<file path="src/rtl/sram_host_controller_if.sv">
// Host request/response and SRAM pin bundle for sram_host_controller.
// With SRAM_CTRL_READBACK_VERIFY_EN defined, the bundle also carries verify_err.
interface sram_host_controller_if;
  logic       req_valid;
  logic       req_ready;
  logic       req_write;
  logic       req_clear;
  logic [1:0] req_addr;
  logic [7:0] req_data;
  logic       rsp_valid;
  logic [7:0] rsp_data;
  logic       wr_done;
  logic [1:0] sram_sel;
  logic       sram_read;
  logic       sram_clear_n;
  logic [7:0] sram_d;
  logic [7:0] sram_q;
`ifdef SRAM_CTRL_READBACK_VERIFY_EN
  logic       verify_err;
`endif

  // Host side; it also models the SRAM, so it supplies sram_q.
  modport master (
`ifdef SRAM_CTRL_READBACK_VERIFY_EN
    input  verify_err,
`endif
    output req_valid, req_write, req_clear, req_addr, req_data, sram_q,
    input  req_ready, rsp_valid, rsp_data, wr_done,
    input  sram_sel, sram_read, sram_clear_n, sram_d
  );

  modport slave (
`ifdef SRAM_CTRL_READBACK_VERIFY_EN
    output verify_err,
`endif
    input  req_valid, req_write, req_clear, req_addr, req_data, sram_q,
    output req_ready, rsp_valid, rsp_data, wr_done,
    output sram_sel, sram_read, sram_clear_n, sram_d
  );
endinterface

</file>
<file path="src/rtl/sram_host_controller.sv">
// Sequences host write/read/clear requests into timed SRAM pin cycles.
// Optional SRAM_CTRL_READBACK_VERIFY_EN adds a read-back check after every write.
module sram_host_controller #(
  parameter int SETUP_CYCLES  = 1,
  parameter int STROBE_CYCLES = 2,
  parameter int HOLD_CYCLES   = 1,
  parameter int READ_WAIT     = 1,
  parameter int CLEAR_CYCLES  = 2
) (
  input logic                  clk,
  input logic                  rst,
  sram_host_controller_if.slave bus
);

  localparam logic [2:0] IDLE     = 3'd0;
  localparam logic [2:0] W_SETUP  = 3'd1;
  localparam logic [2:0] W_STROBE = 3'd2;
  localparam logic [2:0] W_HOLD   = 3'd3;
  localparam logic [2:0] R_WAIT   = 3'd4;
  localparam logic [2:0] CLR      = 3'd5;

  localparam int CNT_W = 8;

  logic [2:0]       state, state_nxt;
  logic [CNT_W-1:0] cnt, cnt_nxt;
  logic             accept, last;
  logic             done_wr, done_rd;
  logic             verify;

  logic             ready_q;
  logic             read_q;
  logic             clear_n_q;
  logic [1:0]       sel_q;
  logic [7:0]       d_q;
  logic [7:0]       rsp_data_q;
  logic             rsp_valid_q;
  logic             wr_done_q;

  assign accept = bus.req_valid && ready_q;
  assign last   = (cnt == '0);

  // One down-counter serves every timed state; it is reloaded on each transition.
  always_comb begin
    state_nxt = state;
    cnt_nxt   = last ? cnt : cnt - 1'b1;
    case (state)
      IDLE: begin
        cnt_nxt = cnt;
        if (accept) begin
          if (bus.req_clear) begin
            state_nxt = CLR;
            cnt_nxt   = CNT_W'(CLEAR_CYCLES - 1);
          end else if (bus.req_write) begin
            state_nxt = W_SETUP;
            cnt_nxt   = CNT_W'(SETUP_CYCLES - 1);
          end else begin
            state_nxt = R_WAIT;
            cnt_nxt   = CNT_W'(READ_WAIT - 1);
          end
        end
      end
      W_SETUP: if (last) begin
        state_nxt = W_STROBE;
        cnt_nxt   = CNT_W'(STROBE_CYCLES - 1);
      end
      W_STROBE: if (last) begin
        state_nxt = W_HOLD;
        cnt_nxt   = CNT_W'(HOLD_CYCLES - 1);
      end
      W_HOLD: if (last) begin
`ifdef SRAM_CTRL_READBACK_VERIFY_EN
        state_nxt = R_WAIT;
        cnt_nxt   = CNT_W'(READ_WAIT - 1);
`else
        state_nxt = IDLE;
`endif
      end
      R_WAIT:  if (last) state_nxt = IDLE;
      CLR:     if (last) state_nxt = IDLE;
      default: state_nxt = IDLE;
    endcase
  end

`ifdef SRAM_CTRL_READBACK_VERIFY_EN
  logic verify_err_q;

  // verify marks the R_WAIT pass that follows a write rather than a host read.
  always_ff @(posedge clk or posedge rst) begin
    if (rst) begin
      verify       <= 1'b0;
      verify_err_q <= 1'b0;
    end else begin
      if (state == W_HOLD && last)
        verify <= 1'b1;
      else if (state == R_WAIT && last)
        verify <= 1'b0;
      if (verify && state == R_WAIT && last && bus.sram_q != d_q)
        verify_err_q <= 1'b1;
    end
  end

  assign bus.verify_err = verify_err_q;
  assign done_wr = (state == R_WAIT && last && verify) || (state == CLR && last);
`else
  assign verify  = 1'b0;
  assign done_wr = (state == W_HOLD && last) || (state == CLR && last);
`endif

  assign done_rd = (state == R_WAIT) && last && !verify;

  // Pin outputs are decoded from the next state so every one leaves a flop.
  always_ff @(posedge clk or posedge rst) begin
    if (rst) begin
      state       <= IDLE;
      cnt         <= '0;
      ready_q     <= 1'b0;
      read_q      <= 1'b1;
      clear_n_q   <= 1'b0;
      sel_q       <= 2'd0;
      d_q         <= 8'd0;
      rsp_data_q  <= 8'd0;
      rsp_valid_q <= 1'b0;
      wr_done_q   <= 1'b0;
    end else begin
      state       <= state_nxt;
      cnt         <= cnt_nxt;
      ready_q     <= (state_nxt == IDLE);
      read_q      <= (state_nxt != W_STROBE);
      clear_n_q   <= (state_nxt != CLR);
      rsp_valid_q <= done_rd;
      wr_done_q   <= done_wr;
      if (accept) begin
        sel_q <= bus.req_addr;
        d_q   <= bus.req_data;
      end
      if (done_rd)
        rsp_data_q <= bus.sram_q;
    end
  end

  assign bus.req_ready    = ready_q;
  assign bus.sram_read    = read_q;
  assign bus.sram_clear_n = clear_n_q;
  assign bus.sram_sel     = sel_q;
  assign bus.sram_d       = d_q;
  assign bus.rsp_data     = rsp_data_q;
  assign bus.rsp_valid    = rsp_valid_q;
  assign bus.wr_done      = wr_done_q;

endmodule

</file>
<file path="src/flat_wrapper.sv">
// flat-port wrapper written by rule: the top's interface ports become plain ports
module sram_host_controller_flat 
#(
  parameter int SETUP_CYCLES  = 1,
  parameter int STROBE_CYCLES = 2,
  parameter int HOLD_CYCLES   = 1,
  parameter int READ_WAIT     = 1,
  parameter int CLEAR_CYCLES  = 2
)
  (clk, rst, bus_req_valid, bus_req_write, bus_req_clear, bus_req_addr, bus_req_data, bus_sram_q, bus_req_ready, bus_rsp_valid, bus_rsp_data, bus_wr_done, bus_sram_sel, bus_sram_read, bus_sram_clear_n, bus_sram_d);
  sram_host_controller_if bus_i ();
  input logic clk;
  input logic rst;
  input wire logic [$bits(bus_i.req_valid)-1:0] bus_req_valid;
  input wire logic [$bits(bus_i.req_write)-1:0] bus_req_write;
  input wire logic [$bits(bus_i.req_clear)-1:0] bus_req_clear;
  input wire logic [$bits(bus_i.req_addr)-1:0] bus_req_addr;
  input wire logic [$bits(bus_i.req_data)-1:0] bus_req_data;
  input wire logic [$bits(bus_i.sram_q)-1:0] bus_sram_q;
  output wire logic [$bits(bus_i.req_ready)-1:0] bus_req_ready;
  output wire logic [$bits(bus_i.rsp_valid)-1:0] bus_rsp_valid;
  output wire logic [$bits(bus_i.rsp_data)-1:0] bus_rsp_data;
  output wire logic [$bits(bus_i.wr_done)-1:0] bus_wr_done;
  output wire logic [$bits(bus_i.sram_sel)-1:0] bus_sram_sel;
  output wire logic [$bits(bus_i.sram_read)-1:0] bus_sram_read;
  output wire logic [$bits(bus_i.sram_clear_n)-1:0] bus_sram_clear_n;
  output wire logic [$bits(bus_i.sram_d)-1:0] bus_sram_d;
  assign bus_i.req_valid = bus_req_valid;
  assign bus_i.req_write = bus_req_write;
  assign bus_i.req_clear = bus_req_clear;
  assign bus_i.req_addr = bus_req_addr;
  assign bus_i.req_data = bus_req_data;
  assign bus_i.sram_q = bus_sram_q;
  assign bus_req_ready = bus_i.req_ready;
  assign bus_rsp_valid = bus_i.rsp_valid;
  assign bus_rsp_data = bus_i.rsp_data;
  assign bus_wr_done = bus_i.wr_done;
  assign bus_sram_sel = bus_i.sram_sel;
  assign bus_sram_read = bus_i.sram_read;
  assign bus_sram_clear_n = bus_i.sram_clear_n;
  assign bus_sram_d = bus_i.sram_d;
  sram_host_controller #(.SETUP_CYCLES(SETUP_CYCLES), .STROBE_CYCLES(STROBE_CYCLES), .HOLD_CYCLES(HOLD_CYCLES), .READ_WAIT(READ_WAIT), .CLEAR_CYCLES(CLEAR_CYCLES)) u_core (.clk(clk), .rst(rst), .bus(bus_i));
endmodule
</file>
<file path="config.mk">
export PLATFORM = sky130hd
export DESIGN_NAME = sram_host_controller_flat
export DESIGN_NICKNAME = d
export VERILOG_FILES = /design/src/rtl/sram_host_controller_if.sv /design/src/rtl/sram_host_controller.sv /design/src/flat_wrapper.sv
export SDC_FILE = /design/constraint.sdc
export NUM_CORES = 1
export LEC_CHECK = 0
export CAP_MARGIN = 15
export CORE_ASPECT_RATIO = 1.25
export CORE_UTILIZATION = 46
export DETAILED_ROUTE_END_ITERATION = 8
export PLACE_DENSITY = 0.86
export SYNTH_ARGS = -nofsm -noshare
export SYNTH_HDL_FRONTEND = slang
export SYNTH_SLANG_ARGS = --single-unit
</file>
<file path="constraint.sdc">
create_clock -name clk -period 2.5 [get_ports clk]
set_clock_uncertainty 0.05 [all_clocks]
set_input_delay 0.5 -clock clk [delete_from_list [all_inputs] [get_ports clk]]
set_output_delay 0.5 -clock clk [all_outputs]
set_load 0.02 [all_outputs]
</file>
**Word-level counts from Yosys, hierarchy flattened**

Index checks and enable logic that the tools add are counted.

- Bits in latches: 0
- Register bits after elaboration: 34
- Memories: 0
- Memory bits (writable): 0
- Memory bits (read-only): 0
- Logic and storage cells: 41
- Output and inout port bits: 23
- Bits of input ports: 23

- Div/mod/pow operators: 0
- $add $sub $neg: 1
- Reduce and logical (&&, ||, !) cells: 9
- $lt $le $gt $ge: 0
- Shifts and indexed selects: 0
- Multiply operators: 0
- Bitwise logic cells: 0
- Mux-type cells: 13
- Eq/ne operators: 8

Operators with widths:

| kind | count |
|---|---|
| two-way mux 8 bit | 4 |
| one-hot mux 8 bit (3 select lines) | 1 |
| two-way mux 3 bit | 6 |
| one-hot mux 3 bit (4 select lines) | 1 |
| zero test 8 bit | 1 |
| subtractor 8 x 1 -> 8 bit (second input constant) | 1 |
| == test 3 x 2 -> 1 bit (second input constant) | 2 |
| == test 3 bit (second input constant) | 2 |
| zero test 3 bit | 2 |
| logical AND 1 bit | 4 |
| == test 3 x 1 -> 1 bit (second input constant) | 1 |
| != test 3 x 2 -> 1 bit (second input constant) | 1 |
| != test 3 bit (second input constant) | 1 |
| OR reduction 3 bit | 1 |
| != test 2 x 1 -> 1 bit (second input constant) | 1 |
| logical OR 1 bit | 1 |
| two-way mux 1 bit | 1 |

**Longest topological paths before layout**

Gate-level depths: netlist of run 1.

- Depth after elaboration: 5
- Gate-level depth with buffers: 11
- Gate-level depth less buffers: 10

**Least setup slack after synthesis of run 1**

Ideal clock, no wire load.

- Path kind: flip-flop to flip-flop
- Start point: register u_core.cnt[0]
- End point: register u_core.cnt[0]
- Slack: 0.575 ns
- Clock period less this slack: 1.925 ns
- Buffers on the path: 1
- Library setup time: 0.132 ns
- Data arrival time: 1.743 ns
- Data required time: 2.318 ns
- Stages on the path, launching flop included: 12
- Cells stage by stage: dfrtp_1 -> inv_1 -> ha_1 -> nor3b_1 -> and2_2 -> buf_6 -> inv_2 -> ha_1 -> nand2_1 -> o211ai_1 -> a21oi_1 -> o22ai_1

- Longest elaborated chain between the ends: 4
- Elaborated cells on any way between the ends: 6
- Classes of those cells: add/sub (1); mux (4); reduce/logical (1)

Ends and longest elaborated chain:

| what | RTL line | text |
|---|---|---|
| from (decl) | sram_host_controller.sv:25 | `logic [CNT_W-1:0] cnt, cnt_nxt;` |
| from (signal assigned) | sram_host_controller.sv:126 | `cnt <= cnt_nxt;` |
| subtractor 8 x 1 -> 8 bit or zero test 8 bit (tied branches) | sram_host_controller.sv:45, sram_host_controller.sv:40 |  |
| two-way mux 8 bit | sram_host_controller.sv:45 | `cnt_nxt = last ? cnt : cnt - 1'b1;` |
| two-way mux 8 bit (on tied branches) | sram_host_controller.sv:66, sram_host_controller.sv:62 |  |
| one-hot mux 8 bit (3 select lines) * | sram_host_controller.sv:46 | `case (state)` |

Mark *: on every way between the ends. The rest lies on a longest branch, timed or not.
A chain may end at the register's enable or synchronous reset.

**Final worst setup path of run 1**

Ends and elaborated chain as after synthesis.

==> summary.txt, run 1 <==
HPWL after detailed placement = 2520 um
grt total ovfl = 0
Routed Antenna Nets = 0
Root Buffer = clkbuf_8
Worst setup SP type = register
worst vdd ir = 0.000862 V
Max-slew headroom = 0.634
Die Height = 67.4 um
FF+latch count, synth = 34
final period utilization = 0.886
Post-Syn Area per Cell = 11.7 sq um
largest net degree at the start of global routing = 35
final net count = 209
# resized after CTS = 0
Worst EP arrival = 2.33 ns
worst hold slack = 0.453 ns
max-cap viol count = 0
synth unique cells = 38
FMAX = 0.451 GHz
first-pass GRT wire length = 5160 um
initial antenna violation count = 0
wire length per cell = 15.1 um
Setup TNS = 0 ns
router iterations before antenna repair = 4
CTS tree = done
DRC Markers = 0
number of global-route vias before repair = 1179
Main synth FF type = dfrtp_1
layout cells sized above 1 = 0.197
H-tree lvl count = 2
R2R depth = 10
Final Max Slew Viols = 0
Synth Net Count = 161
cell repeated most along the worst path = ha_1
number of buffers created by CTS = 5
post-synthesis instance total = 134
clk sink count = 34
P&R area growth vs syn = 36.9%
crit path cell chain = inv_1, ha_1, nor3b_1, and2_2, inv_2, ha_1, nand2_1, o211ai_1, a21oi_1, o22ai_1
final core area utilization = 0.667
# IOs = 46
classification of the worst setup path = reg2reg
GRT Util Overall = 0.205
synthesized area = 1570 sq um
Iteration-0 DRC Markers = 29
routed wire length = 3320 um
# port buffers = 45
Pwr Density = 1280 nW/um^2
unrepaired setup endpoints after global routing = false
clk buf depth = 2
setup violators final = 0
final hold violation count = 0
HP Class = reg2reg
# rows = 23
core area = 3220 sq um
Fillers = 233
Critical Path Max Stage Delay = 0.42 ns
Worst-Margin Slew = 0.544 ns
die width = 54.3 um
Post-synth EDFFs = 0
sequential area share after synthesis = 0.542
CP Max Fanout = 10
Multi-input gate area = 647 sq um
hold buffers post-CTS = 0
Initial Util = 0.488
YS warnings = 0
leak pwr = 0.924 nW
status = completed
number of antenna diodes = 0
Die ar. = 3660 sq um
CP max stage cell = dfrtp_1
CP endpoint kind = register
clock latency on the worst-skew pair = 0.29 ns
asr flop ratio synth = 1.00
hold-critical path depth = 1
clock-pin slew on the worst setup and hold paths = 0.07 ns
Vias/cell = 5.45
CP Data Required Time = 2.61 ns
register area = 852 sq um
post-CTS setup buffer count = 0
Final min period = 2.22 ns
Final GP Congestion = 0.791
Vias = 1198
cell usage after synthesis (2+ instances only):
master	count	area, sq um
nand3_1	7	35.0
ha_1	4	50.1
a21oi_1	4	20.0
or3_1	2	12.5
nor2_1	13	48.8
nand2_1	4	15.0
clkbuf_1	4	15.0
mux2_2	18	203
a31oi_1	2	12.5
o21ai_0	4	20.0
nor3_1	2	10.0
xor2_1	6	52.6
inv_1	7	26.3
dfrtp_1	33	826
layer usage:
| metal | global-route usage | wire length, um | vias to the layer above | part of all wire |
|---|---|---|---|---|
| li1 | - | - | 563 | - |
| met1 | 0.196 | 1150 | 583 | 0.35 |
| met2 | 0.372 | 1890 | 48 | 0.57 |
| met3 | 0.0766 | 231 | 4 | 0.070 |
| met4 | 0.0994 | 46 | 0 | 0.014 |
| met5 | 0 | 0 | - | 0 |
cells by family after synthesis:
family | after synthesis | share of synthesized area
DFF | 34 | 0.542
and+or+nand+nor | 36 | 0.131
AOI/OAI and AO/OA | 19 | 0.0812
adders and majority gates | 4 | 0.0318
xor gates and xnor gates | 7 | 0.0390
muxes | 18 | 0.129
buffers and inverters | 16 | 0.0462
placed cells by master (no fill, tap or decap), types with 2 or more instances in the layout:
master           count
clkdlybuf4s50_1     45
nor3_1               2
a21oi_1              4
mux2_2              18
nand2_1              4
nor2_1              13
inv_1                7
or3_1                2
a31oi_1              2
o21ai_0              4
buf_4                4
dfrtp_1             33
clkbuf_8             6
ha_1                 4
xor2_1               6
nand3_1              7
through the flow:
step	cells	setup slack [ns]	power, mW	cell area (sq um)
floorplan	134	0.575	1.81	1570
global placement	212	0.449	2.27	2060
detailed placement	212	0.314	2.34	2060
CTS	220	0.296	2.77	2150
global route	220	0.137	2.94	2150
finish	220	0.284	2.75	2150
cell type report:
| type | instances | area share |
|---|---|---|
| clock buffer | 6 | 0.0384 |
| sequential | 34 | 0.396 |
| multi-input combinational | 84 | 0.301 |
| inverter | 8 | 0.0140 |
| clock inverter | 2 | 0.00582 |
| timing repair buffer | 49 | 0.223 |
| tap | 37 | 0.0215 |
flip-flops by register name (all words and copies together), names as in the netlist, 2 cells and up:
register	cells
u_core.bus.rsp_data	8
u_core.bus.sram_d	8
u_core.cnt	8
u_core.state	3
u_core.bus.sram_sel	2
worst max-delay path: cells and delay by family, from the launching register on:
family | cells | cell delay (ns)
AND/OR/NAND/NOR | 3 | 0.64
flip-flops | 1 | 0.42
AO/OA/AOI/OAI | 3 | 0.36
adder cells (fa/ha/maj) | 2 | 0.35
buffers and inverters | 2 | 0.26
final timing paths:
check / from / endpoint / slack, ns
min in group asynchronous: rst / u_core.bus.rsp_data[4]$_DFFE_PP0P_ / 0.55
min: u_core.bus.rsp_data[2]$_DFFE_PP0P_ / u_core.bus.rsp_data[2]$_DFFE_PP0P_ / 0.45
max in group asynchronous: rst / u_core.bus.sram_read$_DFF_PP1_ / 1.50
max reg2reg: u_core.cnt[0]$_DFFE_PP0P_ / u_core.cnt[0]$_DFFE_PP0P_ / 0.28
min reg2reg: u_core.bus.rsp_data[2]$_DFFE_PP0P_ / u_core.bus.rsp_data[2]$_DFFE_PP0P_ / 0.45
max: u_core.cnt[0]$_DFFE_PP0P_ / u_core.cnt[0]$_DFFE_PP0P_ / 0.28
where the power goes:
group / total [mW] / switching [mW] / internal [mW]
clock network: 0.420 / 0.199 / 0.221
logic: 1.34 / 0.681 / 0.656
registers: 0.995 / 0.192 / 0.803
Note: power is estimated with default switching activity, not from simulation.
==> inputs of run 2 (changes only) <==
Settings changed: CAP_MARGIN 15 to 0, SLEW_MARGIN from default to 0.
==> results of run 2 <==
Same layout as run 1: the final DEF is identical, and so are final timing and power.
